**src/rtl/freq_pkg.sv**
```systemverilog
// rtl/freq_pkg.sv - shared constants and state encoding for the divider/meter family
package freq_pkg;

  localparam int DEFAULT_CW = 32;

  typedef enum logic [1:0] {
    IDLE    = 2'd0,
    ARM     = 2'd1,
    MEASURE = 2'd2
  } meter_state_t;

endpackage

```
**src/rtl/sync_edge_detect.sv**
```systemverilog
// rtl/sync_edge_detect.sv - multi-flop synchronizer with rise/fall detection
// Rise and fall share the same pipeline depth so measured widths carry no bias.
module sync_edge_detect #(
  parameter int SYNC_STAGES = 2
) (
  input  logic i_clk,
  input  logic i_reset,
  input  logic i_async,
  output logic o_level,
  output logic o_rise,
  output logic o_fall
);

  logic [SYNC_STAGES-1:0] r_sync;
  logic                   r_level_d;

  always_ff @(posedge i_clk or posedge i_reset) begin
    if (i_reset) begin
      r_sync    <= '0;
      r_level_d <= 1'b0;
    end else begin
      r_sync    <= {r_sync[SYNC_STAGES-2:0], i_async};
      r_level_d <= r_sync[SYNC_STAGES-1];
    end
  end

  assign o_level = r_sync[SYNC_STAGES-1];
  assign o_rise  = o_level & ~r_level_d;
  assign o_fall  = ~o_level & r_level_d;

endmodule

```
**src/rtl/period_meter.sv**
```systemverilog
// rtl/period_meter.sv - measures period and high time of a slow input in clock cycles
// Continuous rise-to-rise measurement with a sticky timeout when edges stop.
module period_meter
  import freq_pkg::*;
#(
  parameter int            CW          = DEFAULT_CW,
  parameter logic [CW-1:0] TIMEOUT     = {CW{1'b1}},
  parameter int            SYNC_STAGES = 2
) (
  input  logic          i_clk,
  input  logic          i_reset,
  input  logic          i_enable,
  input  logic          i_sig_in,
  output logic [CW-1:0] o_period,
  output logic [CW-1:0] o_high_time,
  output logic          o_valid,
  output logic          o_timeout,
  output logic          o_busy
);

  localparam logic [CW-1:0] ONE = CW'(1);

  meter_state_t  r_state;
  meter_state_t  w_state_nxt;
  logic [CW-1:0] r_cnt;
  logic [CW-1:0] r_hcnt;
  logic [CW-1:0] r_period;
  logic [CW-1:0] r_high_time;
  logic          r_high_phase;
  logic          r_valid;
  logic          r_timeout;
  logic          w_level;
  logic          w_rise;
  logic          w_fall;
  logic          w_cnt_at_limit;

  sync_edge_detect #(
    .SYNC_STAGES(SYNC_STAGES)
  ) u_sync_edge (
    .i_clk   (i_clk),
    .i_reset (i_reset),
    .i_async (i_sig_in),
    .o_level (w_level),
    .o_rise  (w_rise),
    .o_fall  (w_fall)
  );

  assign w_cnt_at_limit = (r_cnt == TIMEOUT);

  always_ff @(posedge i_clk or posedge i_reset) begin
    if (i_reset) r_state <= IDLE;
    else         r_state <= w_state_nxt;
  end

  always_comb begin
    w_state_nxt = r_state;
    case (r_state)
      IDLE:    if (i_enable) w_state_nxt = ARM;
      ARM:     if (w_rise) w_state_nxt = MEASURE;
      MEASURE: if (!w_rise && w_cnt_at_limit) w_state_nxt = ARM;
      default: w_state_nxt = IDLE;
    endcase
    if (!i_enable) w_state_nxt = IDLE;
  end

  always_ff @(posedge i_clk or posedge i_reset) begin
    if (i_reset) begin
      r_cnt        <= '0;
      r_hcnt       <= '0;
      r_period     <= '0;
      r_high_time  <= '0;
      r_high_phase <= 1'b0;
      r_valid      <= 1'b0;
      r_timeout    <= 1'b0;
    end else begin
      r_valid <= 1'b0;
      if (!i_enable || r_state == IDLE) begin
        r_cnt        <= '0;
        r_hcnt       <= '0;
        r_high_phase <= 1'b0;
        if (i_enable) r_timeout <= 1'b0;
      end else if (w_rise) begin
        // The arming rise only opens the window; later rises close one and open the next.
        if (r_state == MEASURE) begin
          r_period    <= r_cnt;
          r_high_time <= r_hcnt;
          r_valid     <= 1'b1;
        end
        r_cnt        <= ONE;
        r_hcnt       <= ONE;
        r_high_phase <= 1'b1;
      end else if (w_cnt_at_limit) begin
        r_timeout <= 1'b1;
        if (r_state == MEASURE) begin
          r_cnt        <= '0;
          r_hcnt       <= '0;
          r_high_phase <= 1'b0;
        end
      end else begin
        r_cnt <= r_cnt + ONE;
        // Level is low exactly on the fall cycle, so the high count stops at H.
        if (r_high_phase && w_level) r_hcnt <= r_hcnt + ONE;
        if (w_fall) r_high_phase <= 1'b0;
      end
    end
  end

  assign o_period    = r_period;
  assign o_high_time = r_high_time;
  assign o_valid     = r_valid & i_enable;
  assign o_timeout   = r_timeout;
  assign o_busy      = (r_state != IDLE);

endmodule

```
**config.mk**
```make
export PLATFORM = sky130hd
export DESIGN_NAME = period_meter
export DESIGN_NICKNAME = d
export VERILOG_FILES = /design/src/rtl/freq_pkg.sv /design/src/rtl/sync_edge_detect.sv /design/src/rtl/period_meter.sv
export SDC_FILE = /design/constraint.sdc
export NUM_CORES = 1
export LEC_CHECK = 0
export BUFFER_PORTS_ARGS = -buffer_cell sky130_fd_sc_hd__buf_2
export CAP_MARGIN = 20
export CORE_UTILIZATION = 55
export CTS_BUF_LIST = sky130_fd_sc_hd__clkbuf_4 sky130_fd_sc_hd__clkbuf_8
export CTS_CLUSTER_SIZE = 24
export DETAILED_ROUTE_END_ITERATION = 8
export GPL_TIMING_DRIVEN = 0
export PLACE_DENSITY = 0.76
export SYNTH_ARGS = -nofsm -noshare
export SYNTH_HDL_FRONTEND = slang
export SYNTH_HIERARCHICAL = 1
export SYNTH_SLANG_ARGS = --single-unit
```
**constraint.sdc**
```tcl
create_clock -name i_clk -period 4.3 [get_ports i_clk]
set_clock_uncertainty 0.2 [all_clocks]
set_input_delay 0.215 -clock i_clk [delete_from_list [all_inputs] [get_ports i_clk]]
set_output_delay 0.215 -clock i_clk [all_outputs]
set_load 0.01 [all_outputs]
```
# Yosys cells after proc, flatten, opt, wreduce, memory -nomap -nowiden

Index checks and enable logic that the tools add are counted.

Flip-flop bits (word level): 136
Bits in latches: 0
RAM bits: 0
Memory bits (read-only): 0
Output and inout bits: 67
Logic and storage cells: 65
Memories kept: 0

$add $sub $neg: 2
$mul: 0
Divide/modulo/power cells: 0
Order comparisons: 0
Eq/ne operators: 8
Shifts and indexed selects: 0
Mux-type cells: 24
Bitwise operators: 6
Reductions and logical operators: 15

Operator list:

| cell                    | number |
|---|---|
| $mux W32                | 8 |
| $add A32 B1 Y32 const B | 2 |
| $eq A32 B32 Y1 const B  | 1 |
| $mux W1                 | 12 |
| $reduce_bool A4 Y1      | 2 |
| $mux W2                 | 3 |
| $ne A3 B3 Y1 const B    | 2 |
| $pmux W2 S3             | 1 |
| $reduce_and A2 Y1       | 3 |
| $reduce_and A3 Y1       | 2 |
| $ne A4 B2 Y1 const B    | 1 |
| $reduce_bool A2 Y1      | 2 |
| $and A1 B1 Y1           | 3 |
| $not A1 Y1              | 3 |
| $eq A2 B1 Y1 const B    | 1 |
| $eq A2 B2 Y1 const B    | 1 |
| $logic_and A1 B1 Y1     | 2 |
| $logic_not A1 Y1        | 2 |
| $logic_not A2 Y1        | 1 |
| $ne A2 B1 Y1 const B    | 1 |
| $ne A2 B2 Y1 const B    | 1 |
| $logic_or A1 B1 Y1      | 1 |

# Logic depth before layout (Yosys ltp)

Word-level depth: 7
Mapped depth: 9
Mapped depth without buffers: 7

# By module

Netlist, hierarchy kept.

Modules (own cells, without submodules):

| module           | times used | cells an instance | area each (µm²) |
|---|---|---|---|
| period_meter     | 1          | 699               | 6199.7 |
| sync_edge_detect | 1          | 6                 | 93.8 |

# Worst setup path before layout

Ideal clock, no wire load.

Kind: register -> register
Start: register r_cnt[0]
End: register r_cnt[1]
Setup time: 121 ps
Arrival: 2008 ps
Required time: 3979 ps
Slack: 1971 ps
Cell stages (with the launch flop): 9
Path buffers: 2
Period minus slack after synthesis: 2329 ps
Path through: dfrtp_1 ha_1 nand4_4 nor4_4 and3_1 buf_4 nor2_2 buf_2 a22o_1

Word-level cells in the longest chain between the ends: 4
Elaborated cells between the ends (all ways): 6
Classes of those cells: 1 x add/sub; 2 x eq/ne; 3 x mux

Ends and longest elaborated chain:

| item                                              | line                                    | source |
|---|---|---|
| start, declared                                   | period_meter.sv:25                      | `logic [CW-1:0] r_cnt;` |
| start signal, assigned                            | period_meter.sv:100                     | `r_cnt <= r_cnt + ONE;` |
| $add A32 B1 Y32 or $eq A32 B32 Y1 (tied branches) | period_meter.sv:100, period_meter.sv:48 |  |
| $mux W32                                          | period_meter.sv:92                      | `end else if (w_cnt_at_limit) begin` |
| $mux W32                                          | period_meter.sv:82                      | `end else if (w_rise) begin` |
| $mux W32                                          | period_meter.sv:77                      | `if (!i_enable \|\| r_state == IDLE) begin` |

Parallel ways exist; a longest one is shown, timed or not.
A chain may end at the register's enable or synchronous reset.

# Worst setup path in the final report

Start: register r_cnt[0]
End: register r_cnt[10]

The elaborated chain is that of the path after synthesis.

==> flow_metrics.py <==
metrics = {
    "critical_path": {
        "worst-r2r-setup-slack_ps": 1520,
        "worstPathArrival_ps": 2930,
        "timing.rr.end": "r_cnt[10]",
        "worst-r2r-cell-count": 9,
        "rr_startpoint": "r_cnt[0]",
        "criticalPathCategory": "reg -> reg",
        "critPathMaxFanout": 10,
        "crit_required_ps": 4440,
        "critical_path_launch_point_type": "register",
        "timing.critical_path.to_type": "register",
    },
    "drt": {
        "drt.antenna.violating_nets": 0,
        "drt_iter0_markers": 448,
        "detail_route.wirelength_um": 14900,
        "routed_wire_length_per_instance_um": 15.7,
        "firstDrtPassIters": 5,
        "drc": 0,
        "vias_per_cell": 5.71,
        "num_vias": 5434,
    },
    "floorplanning": {
        "floorplan.io_pins": 71,
        "core_area_sq_mm": 0.0110,
        "die-width_um": 109,
        "row_count": 38,
        "starting_utilization_of_the_core_area_pct": 57.3,
        "dieArea_sq_mm": 0.0119,
        "die_height_um": 109,
    },
    "finish": {
        "finalInstanceArea_sq_mm": 0.00734,
        "drive_gt1_share_pct": 15.6,
        "sequential_cell_area_sq_mm": 0.00340,
        "fillerInstances": 928,
        "finish.cell_count_without_fillers": 952,
        "multi_input_area_sq_mm": 0.00272,
        "antenna-diode-count": 0,
        "syn_to_final_growth_pct": 16.6,
        "nNetsFinal": 805,
    },
    "place": {
        "port-buffer-count": 70,
        "post-dp-hpwl_um": 10200,
        "placed_cells_incl_taps": 916,
        "placed_cell_areas_sq_mm": 0.00685,
        "gp_routability_congestion": 0.894,
    },
    "synthesis": {
        "synth.most_common_cell": "nand2_1",
        "synth-seq-cells": 136,
        "synth_cells": 705,
        "yosys-top-cells-area": "dfrtp_1 54%, nand2_1 13%, o21ai_0 6.7%, nand3_1 2.9%, nor2_1 2.1%",
        "mappedNetlistNets": 711,
        "count_of_flip_flops_with_a_built_in_enable_after_synthesis": 0,
        "synth_largest_area_cell": "dfrtp_1",
        "avgSynthCellArea_sq_um": 8.93,
        "synth_async_sr_flop_share_pct": 100,
        "netlist.area_leader.share_pct": 54.1,
        "synth.lib_cells_used.distinct": 53,
        "postSynth.topFlopCell": "dfrtp_1",
        "synth.top_cells.by_count": "212 x nand2_1, 136 x dfrtp_1, 84 x o21ai_0",
        "yosysWarnings": 6,
        "synthesis.area_sq_mm": 0.00629,
        "ys_seq_area_share_pct": 54.1,
    },
    "cts": {
        "number_of_clock_sinks": 136,
        "worstSkewPairLatency_ps": 450,
        "cts_root_buffer": "clkbuf_8",
        "postCtsSetupRepairBufs": 0,
        "cts_tree": "done",
        "hold_buffers": 4,
        "quantity_of_gates_resized_following_cts": 0,
        "cts_made_buffers": 17,
        "cts-root-to-sink-buffers": 2,
        "clkTransAtPathRegs_ps": 80,
        "cts-htree-levels": 4,
    },
    "timing": {
        "report.final.hold_viol_count": 0,
        "slew_viol_final": 0,
        "relSlewSlack_pct": 61.7,
        "clock.fmax_mhz": 359,
        "finalWorstPathRequiredPeriod_ps": 2780,
        "final.period_utilization_pct": 64.8,
        "worst-slew-pin-transition_ps": 569,
        "setup_viol": 0,
        "grt_setup_unrepaired": "no",
    },
    "run": {
        "maxcap_violations": 0,
    },
    "min_path": {
        "hp-class": "in -> async",
    },
    "power": {
        "power_per_cell_area_mw_per_mm2": 349,
        "p_leak_uw": 0.00375,
        "max-vdd-ir-drop_mv": 0.202,
    },
    "global_route": {
        "global_route.usage.total_pct": 27.2,
        "number_of_global_route_vias_before_repair": 4964,
        "grt.overflow.total": 0,
        "grt_antenna_before_repair": 0,
        "grt_pass1_wl_um": 24600,
        "grt_max_degree": 86,
    },
    "run_status": {
        "run_status": "complete, no violations",
    },
}
[final cells by class]
type,instances,area share (%)
Buffer,30,1.86
Clock buffer,24,4.16
Clock inverter,8,1.94
Inverter,10,0.580
Multi-Input combinational cell,529,37.0
Sequential cell,136,46.4
Tap cell,140,2.39
Timing Repair Buffer,75,5.69
[critical path, cell delays in order, from the launching register on]
cell and delay (ps):
dfrtp_1 440, ha_1 290, nand4_4 190, nor4_4 420
and3_1 230, and3_1 150, buf_2 210, clkbuf_2 310
o21ai_0 150, o31ai_1 90
[cell families after synthesis]
kind of cell | share of synthesized area, %
adder cells (fa/ha/maj) | 0.398
XOR/XNOR | 2.37
AO/OA/AOI/OAI | 13.0
AND/OR/NAND/NOR | 27.3
flip-flops | 54.1
multiplexers | 0.159
buffers and inverters | 2.76
[per-layer routing]
| metal | share of wire (%) | vias up | global-route usage [%] |
|---|---|---|---|
| met1 | 46 | 2594 | 39.0 |
| met2 | 46 | 208 | 41.0 |
| met4 | 0.93 | 0 | 7.92 |
| met3 | 7.0 | 18 | 6.75 |
| li1 | - | 2614 | - |
| met5 | 0 | - | 0 |
[worst max path at each step]
stage	startpoint	end	slack, ps	cells after the start
finish	r_cnt[0]	r_cnt[10]	1520	9
global route	r_cnt[0]	r_hcnt[4]	1320	8
CTS	r_cnt[0]	r_hcnt[4]	1550	8
detailed placement	r_cnt[0]	r_hcnt[18]	1580	8
global placement	i_reset	o_period[26]	-1060	2
floorplan	i_reset	o_high_time[0]	330	1
[state kept, by name, summed over array words and instances (netlist names)]
name,count
r_high_phase,1
r_cnt,32
u_sync_edge/r_sync,2
o_timeout,1
r_state,2
u_sync_edge/r_level_d,1
o_period,32
r_hcnt,32
o_high_time,32
r_valid,1
[power breakdown]
group | switching, uW | internal, uW | total (uW)
logic | 65.9 | 25.3 | 91.2
clock network | 480 | 702 | 1180
registers | 6.64 | 1280 | 1290
total | 553 | 2010 | 2560
[cells in the final DEF (no fill, tap or decap), types with 4 or more instances in the layout]
cell	count
xor2_1	8
dlygate4sd3_1	4
a21oi_1	26
nor2b_1	5
bufinv_16	4
buf_2	76
xnor2_1	9
dfrtp_1	136
o21ai_0	84
nand2_1	212
clkbuf_8	20
or3_1	4
nand4_1	13
clkbuf_4	4
clkbuf_1	18
o31ai_1	9
nand3_1	36
nor3_1	6
nor2_1	35
o21ai_1	9
inv_1	8
and3_1	18
and4_1	7
[through the flow]
| stage | power (uW) | setup TNS [ps] | hold slack, ps | setup WS, ps | utilization (%) |
|---|---|---|---|---|---|
| after floorplan | 1370 | 0 | -231 | 331 | - |
| final | 2560 | 0 | 136 | 1520 | 66.8 |
| after global routing | 2650 | 0 | 161 | 1320 | 66.8 |
| after CTS | 2570 | 0 | 145 | 1550 | 66.8 |
| after detailed placement | 1400 | 0 | -67.9 | 1580 | 62.4 |
| after global placement | 1400 | -139940 | -106 | -1060 | 62.1 |
No activity file was read; power rests on OpenSTA's default activity.
